## config.mk

```make
export PLATFORM = sky130hd
export DESIGN_NAME = parking_gate_ctrl
export DESIGN_NICKNAME = d
export VERILOG_FILES = /design/src/rtl/parking_gate_ctrl.sv
export SDC_FILE = /design/constraint.sdc
export NUM_CORES = 1
export LEC_CHECK = 0
export ABC_AREA = 1
export ABC_CLOCK_PERIOD_IN_PS = 2200
export CORE_AREA = 2 2 50 52
export DETAILED_ROUTE_END_ITERATION = 16
export DIE_AREA = 0 0 52 54
export PLACE_DENSITY = 0.76
export SETUP_SLACK_MARGIN = 0.1
export SLEW_MARGIN = 20
export SYNTH_ARGS = -nofsm -noshare
export SYNTH_HDL_FRONTEND = slang
export SYNTH_SLANG_ARGS = --single-unit
```

## constraint.sdc

```tcl
create_clock -name clk -period 2.2 [get_ports clk]
set_input_delay 0.44 -clock clk [delete_from_list [all_inputs] [get_ports clk]]
set_output_delay 0.44 -clock clk [all_outputs]
set_load 0.03 [all_outputs]
```

## src/rtl/parking_gate_ctrl.sv

```systemverilog
// parking_gate_ctrl: occupancy counter and shared-barrier arbiter
// for a single-lane parking lot.
module parking_gate_ctrl #(
    parameter int CAPACITY = 8,
    parameter int CNT_W    = 4,
    parameter int TIMEOUT  = 50,
    parameter int TO_W     = 6
) (
    input  logic             clk,
    input  logic             reset,
    input  logic             req_in,
    input  logic             req_out,
    input  logic             entering,
    input  logic             exiting,
    output logic             gate_open,
    output logic             grant_in,
    output logic             grant_out,
    output logic [CNT_W-1:0] count,
    output logic             full,
    output logic             empty,
    output logic             violation,
    output logic             timeout
);

    localparam logic [CNT_W-1:0] CAP_V = CNT_W'(CAPACITY);
    localparam logic [TO_W-1:0]  T_MAX = TO_W'(TIMEOUT - 1);

    typedef enum logic [1:0] {
        IDLE      = 2'd0,
        GRANT_IN  = 2'd1,
        GRANT_OUT = 2'd2
    } state_t;

    typedef enum logic {
        SRV_OUT = 1'b0,
        SRV_IN  = 1'b1
    } srv_t;

    state_t           state;
    srv_t             last_srv;
    logic [TO_W-1:0]  timer;
    logic [CNT_W-1:0] next_count;
    logic             elig_in;
    logic             elig_out;
    logic             pick_in;
    logic             unauth;
    logic             expired;

    assign full      = (count == CAP_V);
    assign empty     = (count == '0);
    assign gate_open = grant_in | grant_out;

    // Request eligibility, tie-break and pass authorization.
    always_comb begin
        elig_in  = req_in & ~full;
        elig_out = req_out;
        pick_in  = elig_in & (~elig_out | (last_srv == SRV_OUT));
        unauth   = (entering & (state != GRANT_IN))
                 | (exiting & (state != GRANT_OUT));
        expired  = (timer == T_MAX);
    end

    // Saturating occupancy update; opposite pulses cancel out.
    always_comb begin
        next_count = count;
        if (entering && !exiting && count != CAP_V) begin
            next_count = count + 1'b1;
        end else if (exiting && !entering && count != '0) begin
            next_count = count - 1'b1;
        end
    end

    // Gate arbitration FSM with registered grants and pulses.
    always_ff @(posedge clk or posedge reset) begin
        if (reset) begin
            state     <= IDLE;
            last_srv  <= SRV_OUT;
            timer     <= '0;
            count     <= '0;
            grant_in  <= 1'b0;
            grant_out <= 1'b0;
            violation <= 1'b0;
            timeout   <= 1'b0;
        end else begin
            count     <= next_count;
            violation <= unauth;
            timeout   <= 1'b0;
            unique case (state)
                IDLE: begin
                    timer <= '0;
                    if (pick_in) begin
                        state    <= GRANT_IN;
                        grant_in <= 1'b1;
                    end else if (elig_out) begin
                        state     <= GRANT_OUT;
                        grant_out <= 1'b1;
                    end
                end
                GRANT_IN: begin
                    if (entering || expired) begin
                        state    <= IDLE;
                        grant_in <= 1'b0;
                        last_srv <= SRV_IN;
                        timer    <= '0;
                        timeout  <= ~entering;
                    end else begin
                        timer <= timer + 1'b1;
                    end
                end
                GRANT_OUT: begin
                    if (exiting || expired) begin
                        state     <= IDLE;
                        grant_out <= 1'b0;
                        last_srv  <= SRV_OUT;
                        timer     <= '0;
                        timeout   <= ~exiting;
                    end else begin
                        timer <= timer + 1'b1;
                    end
                end
                default: begin
                    state     <= IDLE;
                    grant_in  <= 1'b0;
                    grant_out <= 1'b0;
                    timer     <= '0;
                end
            endcase
        end
    end

endmodule

```

Word level (Yosys, flattened, before mapping)
Cells that the tools add are included.
{"block": "totals", "register_bits": 17, "latch_bits": 0, "ramBits": 0, "mem_bits_ro": 0, "input_bits": 6, "out_inout_bits": 11, "wordCells": 77, "memories": 0}
{"block": "op_classes", "n_addsub": 3, "multipliers": 0, "div": 0, "order_cmp": 0, "eq_ne": 13, "n_shift": 0, "muxes": 22, "n_bitwise": 14, "n_reduce_logical": 17}
{"cell": "6-bit two-way mux", "n": 2}
{"cell": "2-bit != test, second input constant", "n": 6}
{"cell": "6-bit case mux with 2 select lines", "n": 1}
{"cell": "3-bit AND reduction", "n": 3}
{"cell": "1-bit two-way mux", "n": 8}
{"cell": "2-bit two-way mux", "n": 4}
{"cell": "4-bit two-way mux", "n": 2}
{"cell": "1-bit NOT", "n": 7}
{"cell": "6-bit by 1-bit adder with 6-bit output, second input constant", "n": 1}
{"cell": "6-bit == test, second input constant", "n": 1}
{"cell": "1-bit case mux with 3 select lines", "n": 2}
{"cell": "2-bit case mux with 3 select lines", "n": 1}
{"cell": "4-bit by 1-bit adder with 4-bit output, second input constant", "n": 1}
{"cell": "1-bit AND", "n": 4}
{"cell": "4-bit == test, second input constant", "n": 1}
{"cell": "1-bit logical AND", "n": 4}
{"cell": "4-bit logical NOT", "n": 1}
{"cell": "4-bit != test, second input constant", "n": 1}
{"cell": "1-bit case mux with 2 select lines", "n": 2}
{"cell": "4-bit AND reduction", "n": 1}
{"cell": "2-bit nonzero test", "n": 2}
{"cell": "4-bit nonzero test", "n": 1}
{"cell": "4-bit by 1-bit subtractor with 4-bit output, second input constant", "n": 1}
{"cell": "3-bit != test, second input constant", "n": 1}
{"cell": "other kinds (7)", "n": 11}

Logic depth before layout (Yosys ltp)
{"block": "depth", "ltp_word": 6, "depth_mapped": 11, "mapped_depth_nobuf": 11}

Worst setup path after synthesis
OpenSTA, ideal clock, no wires.
{"block": "synth_timing", "kind": "flip-flop to flip-flop", "from": "register count[0]", "to": "register count[3]", "t_arrival_ns": 1.681, "path_slack_ns": 0.401, "path_stages_with_launch": 11, "path_buffers": 0, "synth_period_minus_slack_ns": 1.799, "cell_sequence": "dfrtp_1 -> nor2_2 -> nand2_4 -> nand2_4 -> ha_1 -> a21oi_1 -> nand2_1 -> nand2_1 -> nand3_1 -> nand2_1 -> nand2_1"}
{"block": "synth_between", "elab_chain_cells": 3, "elab_cells_between_ends": 9, "cone_classes": "add/sub: 2; eq/ne: 1; mux: 2; reduce/logical: 4"}
{"element": "from (decl)", "line_no": "18", "text": "output logic [CNT_W-1:0] count,"}
{"element": "from (signal assigned)", "line_no": "85", "text": "count <= next_count;"}
{"element": "4-bit by 1-bit subtractor with 4-bit output, or another cell as far along", "line_no": "69", "text": "next_count = count - 1'b1;"}
{"element": "4-bit two-way mux, or another cell as far along", "line_no": "68", "text": "end else if (exiting && !entering && count != '0) begin"}
{"element": "4-bit two-way mux or 2-bit nonzero test (tied branches)"}
Several ways; a longest one is shown, not always the timed one. The select of a mux whose other input is x is not followed.
A chain may end at the register's enable or synchronous reset.

Worst setup path after layout
{"block": "layout_timing", "from": "register grant_out", "to": "output gate_open"}
{"block": "layout_between", "elab_chain_cells": 1}
{"element": "from (decl)", "line_no": "17", "text": "output logic grant_out,"}
{"element": "from (signal assigned)", "line_no": "81", "text": "grant_out <= 1'b0;"}
{"element": "from (signal assigned)", "line_no": "96", "text": "grant_out <= 1'b1;"}
{"element": "from (signal assigned)", "line_no": "113", "text": "grant_out <= 1'b0;"}
{"element": "1-bit OR", "line_no": "51", "text": "assign gate_open = grant_in | grant_out;"}
{"element": "to (decl)", "line_no": "15", "text": "output logic gate_open,"}
Every way passes these cells.

==> impl_metrics.prom <==
# TYPE chip_impl_metric gauge
chip_impl_metric{name="detailed_route_via_count",unit=""} 800
chip_impl_metric{name="syn_area_per_cell",unit="um2"} 8.49
chip_impl_metric{name="vdd_ir_drop_max",unit="mV"} 0.858
chip_impl_metric{name="core_area",unit="mm2"} 0.00232
chip_impl_metric{name="grt_start_max_net_pins",unit=""} 18
chip_impl_info{name="mostFrequentLayoutCells",value="nand2_1 (22), nor2_1 (17), dfrtp_1 (17), clkdlybuf4s50_1 (14), inv_1 (13)"} 1
chip_impl_metric{name="slew-limit-headroom",unit=""} 0.584
chip_impl_metric{name="globalRouteMet1Util",unit=""} 0.192
chip_impl_metric{name="share_of_cells_above_drive_strength_1",unit=""} 0.163
chip_impl_metric{name="drc_errors",unit=""} 0
chip_impl_metric{name="clock_latency",unit="ns"} 0.28
chip_impl_metric{name="dieHeight",unit="um"} 54
chip_impl_metric{name="critPathArrivalTime",unit="ns"} 1.57
chip_impl_info{name="grt.busiest_layer",value="met2"} 1
chip_impl_metric{name="drt_wl_total",unit="um"} 1860
chip_impl_metric{name="synth.yosys.seq_area_share",unit=""} 0.428
chip_impl_metric{name="drv_slew",unit=""} 0
chip_impl_metric{name="clock-skew-final",unit="ns"} 0.000868
chip_impl_metric{name="grt_first_pass_wirelength",unit="um"} 3120
chip_impl_info{name="clk_root_buffer_cell",value="clkbuf_4"} 1
chip_impl_metric{name="cts.sinks",unit=""} 17
chip_impl_metric{name="antenna_cells_inserted",unit=""} 0
chip_impl_metric{name="drt_first_iter_violations",unit=""} 6
chip_impl_metric{name="synth_area",unit="um2"} 993
chip_impl_metric{name="synth.top_cell.area_share",unit=""} 0.428
chip_impl_info{name="final_common_cell",value="nand2_1"} 1
chip_impl_metric{name="final_total_negative_setup_slack",unit="ns"} 0
chip_impl_metric{name="syn-instance-count",unit=""} 117
chip_impl_metric{name="power_per_cell_area",unit="mW/mm2"} 1230
chip_impl_info{name="timing_worst_setup_path_type",value="register to primary output"} 1
chip_impl_metric{name="detail-route-antenna-nets",unit=""} 0
chip_impl_metric{name="setup_slack_on_the_worst_flop_to_flop_path",unit="ns"} 0.43
chip_impl_metric{name="port_buffers",unit=""} 16
chip_impl_metric{name="die_area",unit="mm2"} 0.00281
chip_impl_info{name="cts_tree",value="yes"} 1
chip_impl_metric{name="path_clk_slew",unit="ns"} 0.10
chip_impl_metric{name="detailedRoute.firstPassIterationCount",unit=""} 4
chip_impl_info{name="setup.worst_path.end_class",value="primary output"} 1
chip_impl_info{name="synth_largest_area_cell",value="dfrtp_1"} 1
chip_impl_metric{name="use_met2",unit=""} 0.249
chip_impl_metric{name="setup-violations-final",unit=""} 0
chip_impl_info{name="min_path_type",value="register to register"} 1
chip_impl_metric{name="dieWidth",unit="um"} 52
chip_impl_metric{name="boundaryPins",unit=""} 17
chip_impl_info{name="synth-main-ff-cell",value="dfrtp_1"} 1
chip_impl_metric{name="share_of_flip_flops_with_an_asynchronous_set_or_reset_after_synthesis",unit=""} 1.00
chip_impl_metric{name="synth_enable_flop_cells",unit=""} 0
chip_impl_metric{name="min_period",unit="ns"} 2.01
chip_impl_metric{name="grt_pass1_vias",unit=""} 741
chip_impl_metric{name="htreeDepth",unit=""} 1
chip_impl_metric{name="max_cap_viol_count",unit=""} 0
chip_impl_metric{name="critical_path_peak_fanout",unit=""} 3
chip_impl_metric{name="place_congestion",unit=""} 0.781
chip_impl_metric{name="layout_area_growth_over_synthesis",unit="%"} 25.4
chip_impl_metric{name="route.detailed.wl_per_inst",unit="um"} 10.9
chip_impl_metric{name="num-fill-cells",unit=""} 222
chip_impl_info{name="synthTopCellsByArea",value="dfrtp_1 (43%), ha_1 (8.8%), nand2_1 (8.3%)"} 1
chip_impl_metric{name="tritoncts.num_buffers",unit=""} 3
chip_impl_metric{name="antenna_found_initial",unit=""} 0
chip_impl_metric{name="dp_hpwl",unit="um"} 1520
chip_impl_metric{name="synth-seq-cells",unit=""} 17
chip_impl_metric{name="cp_data_required_time",unit="ns"} 1.76
chip_impl_metric{name="post-route-period-util",unit=""} 0.912
chip_impl_metric{name="timing.fmax",unit="MHz"} 498
chip_impl_metric{name="initial_utilization",unit=""} 0.428
chip_impl_metric{name="groute.layer.met3.usage",unit=""} 0.0306
chip_impl_metric{name="seq_area",unit="um2"} 425
chip_impl_metric{name="finalPower",unit="mW"} 1.53
chip_impl_metric{name="row_count",unit=""} 18
chip_impl_metric{name="grt_overflow_total",unit=""} 0
chip_impl_metric{name="hold_violations",unit=""} 0
chip_impl_metric{name="synth_nets",unit=""} 131
chip_impl_metric{name="cts.path.max_buffers",unit=""} 2
chip_impl_metric{name="yosys.cell_types.count",unit=""} 21
chip_impl_metric{name="multi_input_area",unit="um2"} 512
chip_impl_info{name="outcome",value="finished clean"} 1
chip_impl_metric{name="nNetsFinal",unit=""} 156
chip_impl_metric{name="worstMarginPinSlew",unit="ns"} 0.624
chip_impl_metric{name="vias_per_cell",unit=""} 4.68
chip_impl_metric{name="yosys_warnings",unit=""} 0
chip_impl_metric{name="grt_util_all_layers",unit=""} 0.156
chip_impl_metric{name="total_leakage_power",unit="nW"} 0.620
chip_impl_info{name="critical_path.startpoint_type",value="register"} 1
chip_impl_info{name="grt_setup_unrepaired",value="false"} 1
final timing paths:
check / from / end / cells past startpoint
worst max-delay path: grant_out$_DFFE_PP0P_ / gate_open / 2
worst min-delay path: timer[0]$_DFF_PP0_ / timer[0]$_DFF_PP0_ / 1
worst max register to register: count[1]$_DFFE_PP0P_ / count[3]$_DFFE_PP0P_ / 10
worst min register to register: timer[0]$_DFF_PP0_ / timer[0]$_DFF_PP0_ / 1
max in group asynchronous: reset / grant_out$_DFFE_PP0P_ / 2
min in group asynchronous: reset / count[3]$_DFFE_PP0P_ / 2
registers in the layout (all words and copies together), names as in the netlist:
| signal | count |
|---|---|
| state | 2 |
| timeout | 1 |
| violation | 1 |
| timer | 6 |
| last_srv | 1 |
| grant_out | 1 |
| count | 4 |
| grant_in | 1 |
cells by family (layout without fill, tap and decap cells):
kind of cell,Yosys count,count (layout),synth area share
simple gates,61,61,0.298
flops,17,17,0.428
buf+inv,15,39,0.0567
compound gates,10,10,0.0554
fa+ha+maj,8,8,0.108
xor+xnor,6,6,0.0529
synthesized netlist by cell type (2+ instances only):
cell,number
nand2_4,3
o21ai_1,3
dfrtp_1,17
a21oi_1,5
xnor2_1,2
ha_1,7
nor2_1,17
nand2_1,22
inv_1,13
nand4_1,3
nand2_2,3
nor2_2,4
inv_2,2
xor2_1,4
nand3_1,6
timing repair:
| item | 4_1_cts | 5_1_grt |
|---|---|---|
| endpoints found under the setup margin | 2 | 0 |
| resized for setup | 2 | 0 |
| hold buffers | 0 | 0 |
| buffers inserted | 0 | 0 |
| hold endpoints to repair | 0 | 0 |
report_power, final:
| part | total, mW | leakage (nW) | internal [mW] | switching (mW) |
|---|---|---|---|---|
| combinational | 0.881 | 0.384 | 0.361 | 0.519 |
| sequential | 0.489 | 0.218 | 0.405 | 0.0841 |
| clock | 0.163 | 0.0177 | 0.0675 | 0.0953 |
worst max-delay path, cell delays in order (launching register included):
cell and delay (ns):
dfrtp_1 0.40, or2_2 0.29, clkdlybuf4s50_1 0.59
metal layers:
layer | vias to the layer above | part of all wire
li1 | 416 | -
met1 | 359 | 0.47
met2 | 17 | 0.46
met3 | 8 | 0.036
met4 | 0 | 0.035
met5 | - | 0
per-stage QoR:
step	std cells	instance area [um2]	hold WS (ns)	utilization	setup WS, ns
6_report	171	1250	0.505	0.537	0.193
3_5_place_dp	167	1220	0.496	0.526	-0.0235
3_3_place_gp	167	1220	0.477	0.526	0.0697
4_1_cts	171	1250	0.512	0.537	0.175
2_1_floorplan	117	993	0.366	-	0.401
5_1_grt	171	1250	0.529	0.537	0.126
final cells by class:
type	count	share of cell area
Timing Repair Buffer	20	0.151
Inverter	15	0.0452
Multi-Input combinational cell	85	0.411
Clock buffer	3	0.0181
Clock inverter	1	0.00402
Tap cell	30	0.0301
Sequential cell	17	0.341
No activity file was read; power rests on OpenSTA's default activity.
